[src/rtl/period_meter_pkg.sv]
// period_meter_pkg
//   Shared definitions for the period meter slice.
//   Holds the FSM state encoding used by period_meter. The states are plain
//   localparam constants so that older blocks which compare raw state codes
//   keep working unchanged.
package period_meter_pkg;

    localparam logic [1:0] IDLE = 2'd0;  // disabled, everything cleared
    localparam logic [1:0] SEEK = 2'd1;  // waiting for the first rising edge
    localparam logic [1:0] MEAS = 2'd2;  // counting between rising edges

endpackage

[src/rtl/sync_edge_detect.sv]
// sync_edge_detect
//   Brings an asynchronous level into the clk domain and produces one-cycle
//   rise/fall strobes. The strobes are registered, so both edges see the same
//   latency of SYNC_STAGES+1 cycles from sig_in.
// Ports
//   clk     in   system clock, rising edge
//   reset   in   synchronous, active-high reset
//   clear   in   synchronous clear of all flops (block disabled)
//   sig_in  in   asynchronous input level
//   rise    out  one-cycle strobe on a 0->1 transition of the synchronized level
//   fall    out  one-cycle strobe on a 1->0 transition of the synchronized level
module sync_edge_detect #(
    parameter int SYNC_STAGES = 2
) (
    input  logic clk,
    input  logic reset,
    input  logic clear,
    input  logic sig_in,
    output logic rise,
    output logic fall
);

    logic [SYNC_STAGES-1:0] sync_q, sync_d;
    logic                   prev_q, prev_d;
    logic                   rise_q, rise_d;
    logic                   fall_q, fall_d;

    // NOTE: combinational blocks use blocking '=' and give every output a
    // default first, so no latch is inferred; flops use non-blocking '<='.
    always_comb begin
        sync_d = {sync_q[SYNC_STAGES-2:0], sig_in};
        prev_d = sync_q[SYNC_STAGES-1];
        rise_d = sync_q[SYNC_STAGES-1] & ~prev_q;
        fall_d = ~sync_q[SYNC_STAGES-1] & prev_q;
        if (clear) begin
            sync_d = '0;
            prev_d = 1'b0;
            rise_d = 1'b0;
            fall_d = 1'b0;
        end
    end

    always_ff @(posedge clk) begin
        if (reset) begin
            sync_q <= '0;
            prev_q <= 1'b0;
            rise_q <= 1'b0;
            fall_q <= 1'b0;
        end else begin
            sync_q <= sync_d;
            prev_q <= prev_d;
            rise_q <= rise_d;
            fall_q <= fall_d;
        end
    end

    assign rise = rise_q;
    assign fall = fall_q;

endmodule

[src/rtl/period_meter.sv]
// period_meter
//   Measures a slow square wave in clk cycles: period (rise to rise) and high
//   time (rise to following fall), delivered through a valid/ready handshake.
//   Back-to-back: the rise that closes one period opens the next one.
// Ports
//   clk         in   system clock, rising edge
//   reset       in   synchronous, active-high reset
//   enable      in   0 = idle, outputs and sticky flags cleared; 1 = measure
//   sig_in      in   signal under test, asynchronous to clk
//   meas_ready  in   consumer takes the result when meas_valid && meas_ready
//   meas_valid  out  period/high_time hold an unconsumed measurement
//   period      out  clk cycles between consecutive rising edges
//   high_time   out  clk cycles from a rise to the following fall (0 if none)
//   timeout     out  sticky: no rising edge within TIMEOUT cycles
//   overrun     out  sticky: a result completed while the previous was unconsumed
module period_meter
    import period_meter_pkg::*;
#(
    parameter int WIDTH       = 32,
    parameter int SYNC_STAGES = 2,
    parameter int TIMEOUT     = 1_000_000
) (
    input  logic             clk,
    input  logic             reset,
    input  logic             enable,
    input  logic             sig_in,
    input  logic             meas_ready,
    output logic             meas_valid,
    output logic [WIDTH-1:0] period,
    output logic [WIDTH-1:0] high_time,
    output logic             timeout,
    output logic             overrun
);

    localparam logic [WIDTH-1:0] TIMEOUT_W = WIDTH'(TIMEOUT);

    logic rise, fall;

    sync_edge_detect #(
        .SYNC_STAGES(SYNC_STAGES)
    ) u_sync (
        .clk   (clk),
        .reset (reset),
        .clear (~enable),
        .sig_in(sig_in),
        .rise  (rise),
        .fall  (fall)
    );

    logic [1:0]       state_q, state_d;
    logic [WIDTH-1:0] cnt_q, cnt_d;
    logic [WIDTH-1:0] hi_cap_q, hi_cap_d;    // high time of the open period
    logic             fell_q, fell_d;        // a fall was seen in the open period
    logic             valid_q, valid_d;
    logic [WIDTH-1:0] period_q, period_d;
    logic [WIDTH-1:0] high_q, high_d;
    logic             timeout_q, timeout_d;
    logic             overrun_q, overrun_d;
    logic             complete;

    always_comb begin
        state_d   = state_q;
        cnt_d     = cnt_q;
        hi_cap_d  = hi_cap_q;
        fell_d    = fell_q;
        valid_d   = valid_q;
        period_d  = period_q;
        high_d    = high_q;
        timeout_d = timeout_q;
        overrun_d = overrun_q;
        complete  = 1'b0;

        case (state_q)
            IDLE: begin
                if (enable) begin
                    state_d = SEEK;
                    cnt_d   = WIDTH'(1);
                end
            end
            SEEK: begin
                if (rise) begin
                    state_d = MEAS;
                    cnt_d   = WIDTH'(1);
                    fell_d  = 1'b0;
                end else if (cnt_q == TIMEOUT_W) begin
                    timeout_d = 1'b1;
                    cnt_d     = WIDTH'(1);
                end else begin
                    cnt_d = cnt_q + 1'b1;
                end
            end
            MEAS: begin
                // A rise both closes the current period and opens the next.
                if (rise) begin
                    complete = 1'b1;
                    cnt_d    = WIDTH'(1);
                    fell_d   = 1'b0;
                end else if (cnt_q == TIMEOUT_W) begin
                    timeout_d = 1'b1;
                    state_d   = SEEK;
                    cnt_d     = WIDTH'(1);
                end else begin
                    cnt_d = cnt_q + 1'b1;
                    if (fall) begin
                        hi_cap_d = cnt_q;
                        fell_d   = 1'b1;
                    end
                end
            end
            default: state_d = IDLE;
        endcase

        if (valid_q && meas_ready) begin
            valid_d = 1'b0;
        end

        // The result slot is free if empty or being drained this very cycle;
        // otherwise the new result is dropped and the old one kept.
        if (complete) begin
            timeout_d = 1'b0;
            if (!valid_q || meas_ready) begin
                valid_d  = 1'b1;
                period_d = cnt_q;
                high_d   = fell_q ? hi_cap_q : '0;
            end else begin
                overrun_d = 1'b1;
            end
        end

        if (!enable) begin
            state_d   = IDLE;
            cnt_d     = '0;
            hi_cap_d  = '0;
            fell_d    = 1'b0;
            valid_d   = 1'b0;
            period_d  = '0;
            high_d    = '0;
            timeout_d = 1'b0;
            overrun_d = 1'b0;
        end
    end

    always_ff @(posedge clk) begin
        if (reset) begin
            state_q   <= IDLE;
            cnt_q     <= '0;
            hi_cap_q  <= '0;
            fell_q    <= 1'b0;
            valid_q   <= 1'b0;
            period_q  <= '0;
            high_q    <= '0;
            timeout_q <= 1'b0;
            overrun_q <= 1'b0;
        end else begin
            state_q   <= state_d;
            cnt_q     <= cnt_d;
            hi_cap_q  <= hi_cap_d;
            fell_q    <= fell_d;
            valid_q   <= valid_d;
            period_q  <= period_d;
            high_q    <= high_d;
            timeout_q <= timeout_d;
            overrun_q <= overrun_d;
        end
    end

    assign meas_valid = valid_q;
    assign period     = period_q;
    assign high_time  = high_q;
    assign timeout    = timeout_q;
    assign overrun    = overrun_q;

endmodule

[config.mk]
export PLATFORM = sky130hd
export DESIGN_NAME = period_meter
export DESIGN_NICKNAME = d
export VERILOG_FILES = /design/src/rtl/period_meter_pkg.sv /design/src/rtl/sync_edge_detect.sv /design/src/rtl/period_meter.sv
export SDC_FILE = /design/constraint.sdc
export NUM_CORES = 1
export LEC_CHECK = 0
export CORE_MARGIN = 2
export CORE_UTILIZATION = 36
export DETAILED_ROUTE_END_ITERATION = 8
export PLACE_DENSITY = 0.57
export SYNTH_ARGS = -nofsm -noshare
export SYNTH_HDL_FRONTEND = slang
export SYNTH_SLANG_ARGS = --single-unit
[constraint.sdc]
create_clock -name clk -period 5.1 [get_ports clk]
set_input_delay 1.02 -clock clk [delete_from_list [all_inputs] [get_ports clk]]
set_output_delay 1.02 -clock clk [all_outputs]
set_load 0.02 [all_outputs]
* Word-level counts from Yosys, hierarchy flattened *
Cells that the tools add are included.

storage, ports and cells
  memories kept = 0
  bits in registers = 139
  bits in latches = 0
  logic and storage cells = 63
  bits of input ports = 5
  output and inout port bits = 67
  ROM bits = 0
  bits in writable memories = 0

operators by class
  magnitude comparators = 0
  shift-type cells = 0
  bitwise operators = 8
  reductions and logical operators = 15
  mux-type cells = 18
  $add $sub $neg = 1
  div/mod/pow operators = 0
  $mul = 0
  equality and inequality tests = 8

operator list
  cell                                                               number
  32-bit two-way mux                                                 3
  32-bit case mux with 2 select lines                                1
  32-bit by 1-bit adder with 32-bit output, second input constant    1
  32-bit by 20-bit == test with 1-bit output, second input constant  1
  1-bit two-way mux                                                  9
  4-bit AND reduction                                                2
  2-bit two-way mux                                                  3
  1-bit NOT                                                          6
  2-bit case mux with 3 select lines                                 1
  3-bit AND reduction                                                2
  2-bit != test, second input constant                               2
  2-bit AND reduction                                                2
  2-bit nonzero test                                                 2
  2-bit OR reduction                                                 2
  3-bit by 1-bit != test with 1-bit output, second input constant    1
  3-bit by 2-bit != test with 1-bit output, second input constant    1
  3-bit OR reduction                                                 1
  1-bit bitwise AND                                                  2
  2-bit by 1-bit == test with 1-bit output, second input constant    1
  2-bit == test, second input constant                               1
  2-bit zero test                                                    1
  2-bit by 1-bit != test with 1-bit output, second input constant    1
  1-bit case mux with 2 select lines                                 1
  1-bit logical AND                                                  1
  other kinds (2)                                                    2

* Depth between registers and ports, before layout *
Gate-level depths: netlist of run 1.

  depth after elaboration = 4
  depth in mapped cells = 8
  gate-level depth less buffers = 7

* By module *
Synthesis of run 1 repeated with hierarchy kept, for this count alone.

second synthesis, totals
  cell total of the unflattened synthesis = 613
  area, all modules = 5441.5 um^2

by module, submodules not included
  module            cells an instance  instances  area each (um^2)  seq. area each (um^2)
  period_meter      603                1          5301.3            2682.6
  sync_edge_detect  10                 1          140.1             100.1

* Worst setup path before layout of run 1 *
OpenSTA, ideal clock, no wires.

  path type = input to register
  start = input meas_ready
  end = register high_q[16] (netlist: high_time[16])
  required time = 5030 ps
  stages on the path = 5
  data arrival time = 1940 ps
  path buffers = 1
  slack = 3089 ps
  library setup time = 70 ps
  path through = nor2b_1 -> nor2_1 -> clkbuf_1 -> nand3_1 -> a21oi_1

between the ends
  longest elaborated chain between the ends = 2

ends and longest elaborated chain
  what                           line                 RTL
  start: declaration             period_meter.sv:27   input logic meas_ready,
  1-bit logical OR               period_meter.sv:121  if (!valid_q || meas_ready) begin
  2-bit AND reduction (no line)  n/a
  end signal: assignment         period_meter.sv:161  high_q <= high_d;
  end: declaration               period_meter.sv:56   logic [WIDTH-1:0] high_q, high_d;

No other way between the ends.
A chain may end at the register's enable or synchronous reset.

* Worst setup path after layout of run 1 *
  start = register cnt_q[27]
  end = register hi_cap_q[6]

between the ends
  longest elaborated chain between the ends = 3

ends and longest elaborated chain
  what                                        line                 RTL
  start: declaration                          period_meter.sv:51   logic [WIDTH-1:0] cnt_q, cnt_d;
  start signal: assignment                    period_meter.sv:156  cnt_q <= cnt_d;
  32-bit by 20-bit == test with 1-bit output  period_meter.sv:98   end else if (cnt_q == TIMEOUT_W) begin
  1-bit NOT (no line)                         n/a
  4-bit AND reduction (no line)               n/a
  end signal: assignment                      period_meter.sv:157  hi_cap_q <= hi_cap_d;
  end: declaration                            period_meter.sv:52   logic [WIDTH-1:0] hi_cap_q, hi_cap_d;

No other way between the ends.

==> impl_results.html, run 1 <==
<table>
<tr><th>Metric</th><th>Value</th></tr>
<tr><th colspan="2">Run status</th></tr>
<tr><td>Status</td><td>finished, final reports clean</td></tr>
<tr><th colspan="2">Critical path</th></tr>
<tr><td>Kind of cell with the highest combined delay on the critical path</td><td>simple AND/OR/NAND/NOR gates</td></tr>
<tr><td>Critical path required time</td><td>5.36 ns</td></tr>
<tr><td>WS Path Type</td><td>reg2reg</td></tr>
<tr><td>Data arrival time of the critical path</td><td>3.06 ns</td></tr>
<tr><td>Maximum fanout along the worst path</td><td>21</td></tr>
<tr><td>R2r endpoint</td><td>hi_cap_q[6]$_SDFFE_PP0P_</td></tr>
<tr><td>Path depth of the worst reg2reg path</td><td>6</td></tr>
<tr><td>Critical path launch point type</td><td>flop</td></tr>
<tr><td>Series of cell instances along the critical path</td><td>nor4_1, nand4_1, o211ai_4, buf_4, mux2i_1, nor2_1</td></tr>
<tr><td>Worst path max stage delay</td><td>around 0.64 ns</td></tr>
<tr><td>Buf+Inv Stages, Crit Path</td><td>1</td></tr>
<tr><td>Logic depth of the worst setup path including buffers</td><td>6</td></tr>
<tr><td>CP endpoint kind</td><td>flop</td></tr>
<tr><td>Worst reg2reg setup slack</td><td>~2.3 ns</td></tr>
<tr><td>R2R Path Start</td><td>cnt_q[27]$_SDFFE_PP0P_</td></tr>
<tr><td>CP max-delay cell</td><td>o211ai_4</td></tr>
<tr><th colspan="2">Global route</th></tr>
<tr><td>Met1 layer usage reported by global route</td><td>20.8%</td></tr>
<tr><td>Gr ovfl total</td><td>0</td></tr>
<tr><td>Antenna violations before repair</td><td>0</td></tr>
<tr><td>Pin count of the biggest net entering global routing</td><td>104</td></tr>
<tr><td>Routing usage on met3</td><td>under 10%</td></tr>
<tr><td>Via count of the first global-routing pass</td><td>between 4,000 and 5,000</td></tr>
<tr><td>Most used routing layer</td><td>met2</td></tr>
<tr><td>Total global routing track utilization</td><td>between 10% and 20%</td></tr>
<tr><td>First-pass GRT wire length</td><td>~20,000 µm</td></tr>
<tr><td>M2 GR Usage</td><td>between 20% and 30%</td></tr>
<tr><th colspan="2">Placed design</th></tr>
<tr><td>Final weighted congestion in routability-driven placement</td><td>between 0.7 and 0.8</td></tr>
<tr><td>Half-perimeter wire length after detailed placement</td><td>7790 µm</td></tr>
<tr><td>Number of I/O port buffers</td><td>71</td></tr>
<tr><td>Placed Area</td><td>between 0.006 and 0.007 mm²</td></tr>
<tr><th colspan="2">Cells and area</th></tr>
<tr><td>Layout overhead on the synthesized area</td><td>25.0%</td></tr>
<tr><td>Share of layout cells above drive strength 1</td><td>5.98%</td></tr>
<tr><td>Diode count</td><td>0</td></tr>
<tr><td>Layout net count</td><td>just under 700</td></tr>
<tr><td>Post-route core utilization</td><td>between 40% and 50%</td></tr>
<tr><td>Final cell area excluding filler cells</td><td>between 0.006 and 0.007 mm²</td></tr>
<tr><th colspan="2">CTS</th></tr>
<tr><td>CTS hold repair buffers</td><td>0</td></tr>
<tr><td>Clock edge transition at the registers on the reported setup and hold paths</td><td>0.06 ns</td></tr>
<tr><td>TritonCTS clock tree</td><td>done</td></tr>
<tr><td>Insertion delay of the later-clocked pin in the worst-skew pair</td><td>roughly 0.41 ns</td></tr>
<tr><td>Maximum number of buffers from clock root to sink</td><td>2</td></tr>
<tr><td># resized after CTS</td><td>0</td></tr>
<tr><td>Clock root buffer</td><td>clkbuf_16</td></tr>
<tr><td>Total CTS buffers</td><td>17</td></tr>
<tr><td># clock sinks</td><td>~140</td></tr>
<tr><td>Maximum level of the CTS H-tree</td><td>4</td></tr>
<tr><td>Number of setup buffers added after CTS</td><td>0</td></tr>
<tr><th colspan="2">Timing</th></tr>
<tr><td>Fmax</td><td>between 300 and 400 MHz</td></tr>
<tr><td>Final slew viol count</td><td>0</td></tr>
<tr><td>Shortest period the worst path allows</td><td>2.80 ns</td></tr>
<tr><td>Slew at the pin closest to its max-slew limit</td><td>1.24 ns</td></tr>
<tr><td>Total count of hold-check failures in the final report</td><td>0</td></tr>
<tr><td>Final setup violation count</td><td>0</td></tr>
<tr><td>Post-Route Skew</td><td>0.00713 ns</td></tr>
<tr><td>Sum Neg Setup Slack</td><td>0 ns</td></tr>
<tr><td>RSZ-0062 raised after global routing</td><td>no</td></tr>
<tr><td>Worst max-slew margin expressed relative to the limit</td><td>roughly 18%</td></tr>
<tr><td>Tcrit/Tclk final</td><td>54.9%</td></tr>
<tr><th colspan="2">Floorplanning</th></tr>
<tr><td>Floorplan row count</td><td>44</td></tr>
<tr><td>Height of the die</td><td>roughly 130 µm</td></tr>
<tr><td>Area of the core</td><td>around 0.015 mm²</td></tr>
<tr><td>IO Pins</td><td>between 70 and 80</td></tr>
<tr><td>DIE AREA</td><td>around 0.016 mm²</td></tr>
<tr><td>Initial Util</td><td>between 30% and 40%</td></tr>
<tr><td>X dimension of the die</td><td>about 130 µm</td></tr>
<tr><th colspan="2">Power</th></tr>
<tr><td>Leakage power</td><td>about 2.4 nW</td></tr>
<tr><td>Maximum VDD drop</td><td>about 0.22 mV</td></tr>
<tr><td>PwrDens</td><td>about 350 mW/mm²</td></tr>
<tr><th colspan="2">Flow run</th></tr>
<tr><td>Max capacitance violation total</td><td>0</td></tr>
<tr><th colspan="2">Min path</th></tr>
<tr><td>Worst Hold Path Cells</td><td>1</td></tr>
<tr><td>Hold Path Sink</td><td>u_sync.rise$_SDFF_PP0_</td></tr>
<tr><td>Worst Hold Class</td><td>reg2reg</td></tr>
<tr><td>Launch instance of the worst min-delay path</td><td>u_sync.prev_q$_SDFF_PP0_</td></tr>
<tr><th colspan="2">Yosys</th></tr>
<tr><td>Leading area contributor after synthesis</td><td>dfxtp_1</td></tr>
<tr><td>Top post-synthesis cells by area</td><td>dfxtp_1 (51%), nand2_1 (7.7%), a21oi_1 (6.2%)</td></tr>
<tr><td>Mapped cell area</td><td>about 0.0054 mm²</td></tr>
<tr><td>Most used flip-flop cell after synthesis</td><td>dfxtp_1</td></tr>
<tr><td>Cell with the most instances after synthesis</td><td>dfxtp_1</td></tr>
<tr><td>Yosys warnings</td><td>0</td></tr>
<tr><td>Synth top area share</td><td>between 50% and 60%</td></tr>
<tr><td>Most common library cells after synthesis</td><td>dfxtp_1 (139), nand2_1 (111), nor2_1 (74)</td></tr>
<tr><td>Fraction of synthesis flops using an asynchronous set or reset pin</td><td>0%</td></tr>
<tr><td>Post-Syn Area per Cell</td><td>a little under 9 µm²</td></tr>
<tr><td>Number of standard cells after synthesis</td><td>roughly 620</td></tr>
<tr><td>Synthesis-stage register bit count</td><td>around 140</td></tr>
<tr><td>Sequential area share after synthesis</td><td>approximately 51%</td></tr>
<tr><td>Number of distinct standard cells referenced by the synthesized netlist</td><td>39</td></tr>
<tr><td>Post-synth EDFFs</td><td>0</td></tr>
<tr><td>Post-synth net total</td><td>~630</td></tr>
<tr><th colspan="2">Detailed routing</th></tr>
<tr><td>DRC violations left</td><td>0</td></tr>
<tr><td>DR iter-0 viols</td><td>about 210</td></tr>
<tr><td>Vias after detailed routing</td><td>4,287</td></tr>
<tr><td>Number of detailed-routing iterations run before antenna repair</td><td>4</td></tr>
<tr><td>Avg WL per Cell</td><td>approximately 14 µm</td></tr>
<tr><td>Number of vias per cell after detailed routing</td><td>approximately 4.9</td></tr>
<tr><td>Final wirelength</td><td>about 12,000 µm</td></tr>
<tr><td>Antenna Violating Nets Remaining</td><td>0</td></tr>
</table>
[stage by stage]
| step | hold WS, ns | instances | power, mW | setup WS (ns) |
|---|---|---|---|---|
| 2_1_floorplan | 0.383 | 623 | 1.13 | 3.09 |
| 3_3_place_gp | 0.395 | 839 | 1.14 | 2.13 |
| 3_5_place_dp | 0.401 | 839 | 1.14 | 2.05 |
| 4_1_cts | 0.406 | 870 | 2.39 | 2.27 |
| 5_1_grt | 0.437 | 870 | 2.44 | 2.03 |
| 6_report | 0.401 | 870 | 2.37 | 2.30 |
[sequential cells by signal, indices dropped and copies added, names as in the netlist]
name,count
period,32
meas_valid,1
overrun,1
timeout,1
hi_cap_q,32
u_sync.sync_q,2
high_time,32
u_sync.prev_q,1
state_q,2
u_sync.rise,1
cnt_q,32
fell_q,1
u_sync.fall,1
[cells by family (layout without fill, tap and decap cells)]
logic type,after synthesis,after routing,share of synthesized area (%)
simple gates,282,282,23.4
flops,139,139,51.2
compound gates,78,78,7.95
buf+inv,56,119,5.32
mux,32,32,5.90
xor+xnor,30,30,4.84
fa+ha+maj,6,6,1.38
[worst max-delay path by stage]
stage,end,slack (ns),start
floorplan,high_time[16]$_SDFFE_PP0P_,3.09,meas_ready
global placement,high_time[24]$_SDFFE_PP0P_,2.13,meas_ready
detailed placement,high_time[30]$_SDFFE_PP0P_,2.05,meas_ready
CTS,cnt_q[29]$_SDFFE_PP0P_,2.27,cnt_q[27]$_SDFFE_PP0P_
global route,cnt_q[2]$_SDFFE_PP0P_,2.03,cnt_q[0]$_SDFFE_PP0P_
finish,hi_cap_q[6]$_SDFFE_PP0P_,2.30,cnt_q[27]$_SDFFE_PP0P_
[placed cells by master, fill, tap and decap left out, drive strengths merged]
cell	n
nand2	111
dfxtp	139
and2	3
buf	4
nor4	4
o211ai	1
a2111oi	1
clkinv	3
and3	2
nand4	7
a21oi	67
bufinv	3
nor2b	7
nor2	74
nor4b	4
nand3	42
a221oi	1
o31ai	1
clkinvlp	1
xor2	6
o21ai	3
nand2b	4
and3b	2
clkdlybuf4s50	71
a31oi	2
xnor2	24
o21a	2
and4	6
nor3b	1
ha	6
clkbuf	24
mux2i	32
nor3	15
inv	13
[layout make-up]
cell class                 count  area, µm²
clock buffer                  24        492
fill                        1447       7860
timing repair buffer          75        741
multi-input combinational    428       2380
tap                          184        230
clock inverter                 7        113
inverter                      13       48.8
sequential                   139       2780
[where the power goes]
part / switching, mW / internal (mW)
logic: 0.0200 / 0.00768
registers: 0.00187 / 1.09
clock network: 0.436 / 0.816
[per-layer routing]
metal | up-vias | share of wire, % | wire length [µm]
met1 | 2018 | 48 | 5790
met3 | 13 | 4.5 | 539
met2 | 80 | 46 | 5590
li1 | 2176 | - | -
met5 | - | 0 | 0
met4 | 0 | 1.3 | 156
No activity file was read; power rests on OpenSTA's default activity.
==> run 2: changes to the inputs <==
Settings changed: PLACE_DENSITY 0.57 to 0.59.
Clock period 5.1 ns to 2.4 ns, I/O delays scaled along.
==> impl_results.html, run 2 (synthesis gave the netlist of run 1 again) <==
<table>
<tr><th>Metric</th><th>Value</th></tr>
<tr><th colspan="2">Timing</th></tr>
<tr><td>Final setup violation count</td><td>0 (unchanged)</td></tr>
<tr><td>RSZ-0062 raised after global routing</td><td>no (unchanged)</td></tr>
<tr><td>Slew at the pin closest to its max-slew limit</td><td>0.465 ns (was 1.24 ns)</td></tr>
<tr><td>Sum Neg Setup Slack</td><td>0 ns (unchanged)</td></tr>
<tr><td>Final slew viol count</td><td>0 (unchanged)</td></tr>
<tr><td>Tcrit/Tclk final</td><td>87.0% (was 54.9%)</td></tr>
<tr><td>Post-Route Skew</td><td>0.0149 ns (was 0.00713 ns)</td></tr>
<tr><td>Setup ws final</td><td>0.311 ns (was 2.30 ns)</td></tr>
<tr><td>Shortest period the worst path allows</td><td>2.09 ns (was 2.80 ns)</td></tr>
<tr><td>Total count of hold-check failures in the final report</td><td>0 (unchanged)</td></tr>
<tr><td>Worst max-slew margin expressed relative to the limit</td><td>68.9% (was 17.5%)</td></tr>
<tr><td>Fmax</td><td>479 MHz (was 357 MHz)</td></tr>
<tr><th colspan="2">Cells and area</th></tr>
<tr><td>Commonest non-fill, non-tap cell in the layout</td><td>dfxtp_1 (unchanged)</td></tr>
<tr><td>Most frequent cells in the layout</td><td>dfxtp_1 (139), nand2_1 (111), nor2_1 (73) (unchanged)</td></tr>
<tr><td>Diode count</td><td>0 (unchanged)</td></tr>
<tr><td>Post-route core utilization</td><td>47.1% (was 46.4%)</td></tr>
<tr><td>Share of layout cells above drive strength 1</td><td>7.31% (was 5.98%)</td></tr>
<tr><td>Layout net count</td><td>696 (was 685)</td></tr>
<tr><td>Finished Layout Cells</td><td>882 (was 870)</td></tr>
<tr><td>Layout overhead on the synthesized area</td><td>27.1% (was 25.0%)</td></tr>
<tr><th colspan="2">Global route</th></tr>
<tr><td>First-pass GRT wire length</td><td>20,500 µm (was 20,400 µm)</td></tr>
<tr><td>Total global routing track utilization</td><td>15.7% (about the same)</td></tr>
<tr><td>Gr ovfl total</td><td>0 (unchanged)</td></tr>
<tr><td>Via count of the first global-routing pass</td><td>4,257 (was 4,219)</td></tr>
<tr><td>Pin count of the biggest net entering global routing</td><td>45 (was 104)</td></tr>
<tr><td>Antenna violations before repair</td><td>0 (unchanged)</td></tr>
<tr><th colspan="2">Detailed routing</th></tr>
<tr><td>Final wirelength</td><td>12,100 µm (about the same)</td></tr>
<tr><td>DR iter-0 viols</td><td>192 (was 209)</td></tr>
<tr><td>DRC violations left</td><td>0 (unchanged)</td></tr>
<tr><td>Number of detailed-routing iterations run before antenna repair</td><td>4 (unchanged)</td></tr>
<tr><td>Number of vias per cell after detailed routing</td><td>4.90 (was 4.93)</td></tr>
<tr><td>Antenna Violating Nets Remaining</td><td>0 (unchanged)</td></tr>
<tr><td>Vias after detailed routing</td><td>4,319 (was 4,287)</td></tr>
<tr><td>Avg WL per Cell</td><td>13.7 µm (was 13.9 µm)</td></tr>
<tr><th colspan="2">CTS</th></tr>
<tr><td>Maximum level of the CTS H-tree</td><td>4 (unchanged)</td></tr>
<tr><td>Maximum number of buffers from clock root to sink</td><td>2 (unchanged)</td></tr>
<tr><td>Insertion delay of the later-clocked pin in the worst-skew pair</td><td>0.42 ns (was 0.41 ns)</td></tr>
<tr><td>TritonCTS clock tree</td><td>done (unchanged)</td></tr>
<tr><td># resized after CTS</td><td>0 (unchanged)</td></tr>
<tr><td>Clock root buffer</td><td>clkbuf_16 (unchanged)</td></tr>
<tr><td># clock sinks</td><td>139 (unchanged)</td></tr>
<tr><td>Clock edge transition at the registers on the reported setup and hold paths</td><td>0.06 ns (about the same)</td></tr>
<tr><td>Total CTS buffers</td><td>17 (unchanged)</td></tr>
<tr><th colspan="2">Power</th></tr>
<tr><td>Maximum VDD drop</td><td>0.391 mV (was 0.221 mV)</td></tr>
<tr><td>Power Total</td><td>4.98 mW (was 2.37 mW)</td></tr>
<tr><td>Leakage power</td><td>2.42 nW (was 2.36 nW)</td></tr>
<tr><td>PwrDens</td><td>722 mW/mm² (was 349 mW/mm²)</td></tr>
<tr><th colspan="2">Floorplanning</th></tr>
<tr><td>IO Pins</td><td>72 (unchanged)</td></tr>
<tr><td>X dimension of the die</td><td>127 µm (unchanged)</td></tr>
<tr><td>DIE AREA</td><td>0.0161 mm² (unchanged)</td></tr>
<tr><td>Initial Util</td><td>37.1% (unchanged)</td></tr>
<tr><td>Floorplan row count</td><td>44 (unchanged)</td></tr>
<tr><td>Area of the core</td><td>0.0146 mm² (unchanged)</td></tr>
<tr><td>Height of the die</td><td>127 µm (unchanged)</td></tr>
<tr><th colspan="2">Run status</th></tr>
<tr><td>Status</td><td>finished, final reports clean (unchanged)</td></tr>
<tr><th colspan="2">Placed design</th></tr>
<tr><td>Worst Setup Slack post-DPL</td><td>0.305 ns (was 2.05 ns)</td></tr>
<tr><td>Half-perimeter wire length after detailed placement</td><td>8280 µm (was 7790 µm)</td></tr>
<tr><td>Number of cells in the design after placement</td><td>850 (was 839)</td></tr>
<tr><td>Final weighted congestion in routability-driven placement</td><td>0.831 (was 0.760)</td></tr>
<tr><td>Number of I/O port buffers</td><td>71 (unchanged)</td></tr>
<tr><th colspan="2">Critical path</th></tr>
<tr><td>Critical path required time</td><td>2.69 ns (was 5.36 ns)</td></tr>
<tr><td>Critical path launch point type</td><td>flop (unchanged)</td></tr>
<tr><td>Maximum fanout along the worst path</td><td>13 (was 21)</td></tr>
<tr><td>WS Path Type</td><td>reg2reg (unchanged)</td></tr>
<tr><td>Data arrival time of the critical path</td><td>2.38 ns (was 3.06 ns)</td></tr>
<tr><td>CP endpoint kind</td><td>flop (unchanged)</td></tr>
<tr><th colspan="2">Min path</th></tr>
<tr><td>Worst Hold Class</td><td>reg2reg (unchanged)</td></tr>
<tr><th colspan="2">Flow run</th></tr>
<tr><td>Max capacitance violation total</td><td>0 (unchanged)</td></tr>
</table>
-- run 2: per-stage QoR --
stage / hold WS, ns / cell area (µm²)
4_1_cts: 0.415 / 6900
5_1_grt: 0.426 / 6900
3_5_place_dp: 0.406 / 6300
2_1_floorplan: 0.383 / 5430
3_3_place_gp: 0.392 / 6300
6_report: 0.411 / 6900
-- run 2: metal layers --
layer  GRT usage (%)  vias to the layer above  wire (µm)
met5               0                        -          0
met4            6.21                        0        172
met3            4.72                       17        461
met2            24.8                       72       5630
met1            20.3                     2037       5790
li1                -                     2193          -
-- run 2: worst max-delay path, stage by stage, from the launching register on --
cell and delay (ns):
dfxtp_1 0.37, inv_1 0.08, ha_1 0.14, nor4b_1 0.24, nand4_1 0.29, o211ai_4 0.29, buf_4 0.28, mux2i_1 0.22
nor2_1 0.05
-- run 2: worst paths after layout --
kind | from | cells past startpoint | to | slack (ns)
max | cnt_q[0]$_SDFFE_PP0P_ | 8 | hi_cap_q[30]$_SDFFE_PP0P_ | 0.31
min | u_sync.prev_q$_SDFF_PP0_ | 1 | u_sync.rise$_SDFF_PP0_ | 0.41
max reg2reg | cnt_q[0]$_SDFFE_PP0P_ | 8 | hi_cap_q[30]$_SDFFE_PP0P_ | 0.31
min reg2reg | u_sync.prev_q$_SDFF_PP0_ | 1 | u_sync.rise$_SDFF_PP0_ | 0.41
-- run 2: report_power, final --
group | internal (mW) | switching (mW)
combinational | 0.0246 | 0.0445
sequential | 2.31 | 0.00431
clock | 1.67 | 0.925
total | 4.01 | 0.974
-- run 2: layout make-up --
| class | instances | area [µm²] |
|---|---|---|
| inverter | 13 | 48.8 |
| multi-input combinational | 428 | 2380 |
| clock inverter | 5 | 81.3 |
| timing repair buffer | 86 | 861 |
| fill | 1382 | 7740 |
| clock buffer | 27 | 513 |
| sequential | 139 | 2780 |
| tap | 184 | 230 |
-- run 2: timing repair --
action,CTS,global route
hold buffers,0,0
setup buffers,0,0
setup endpoints to repair,0,6
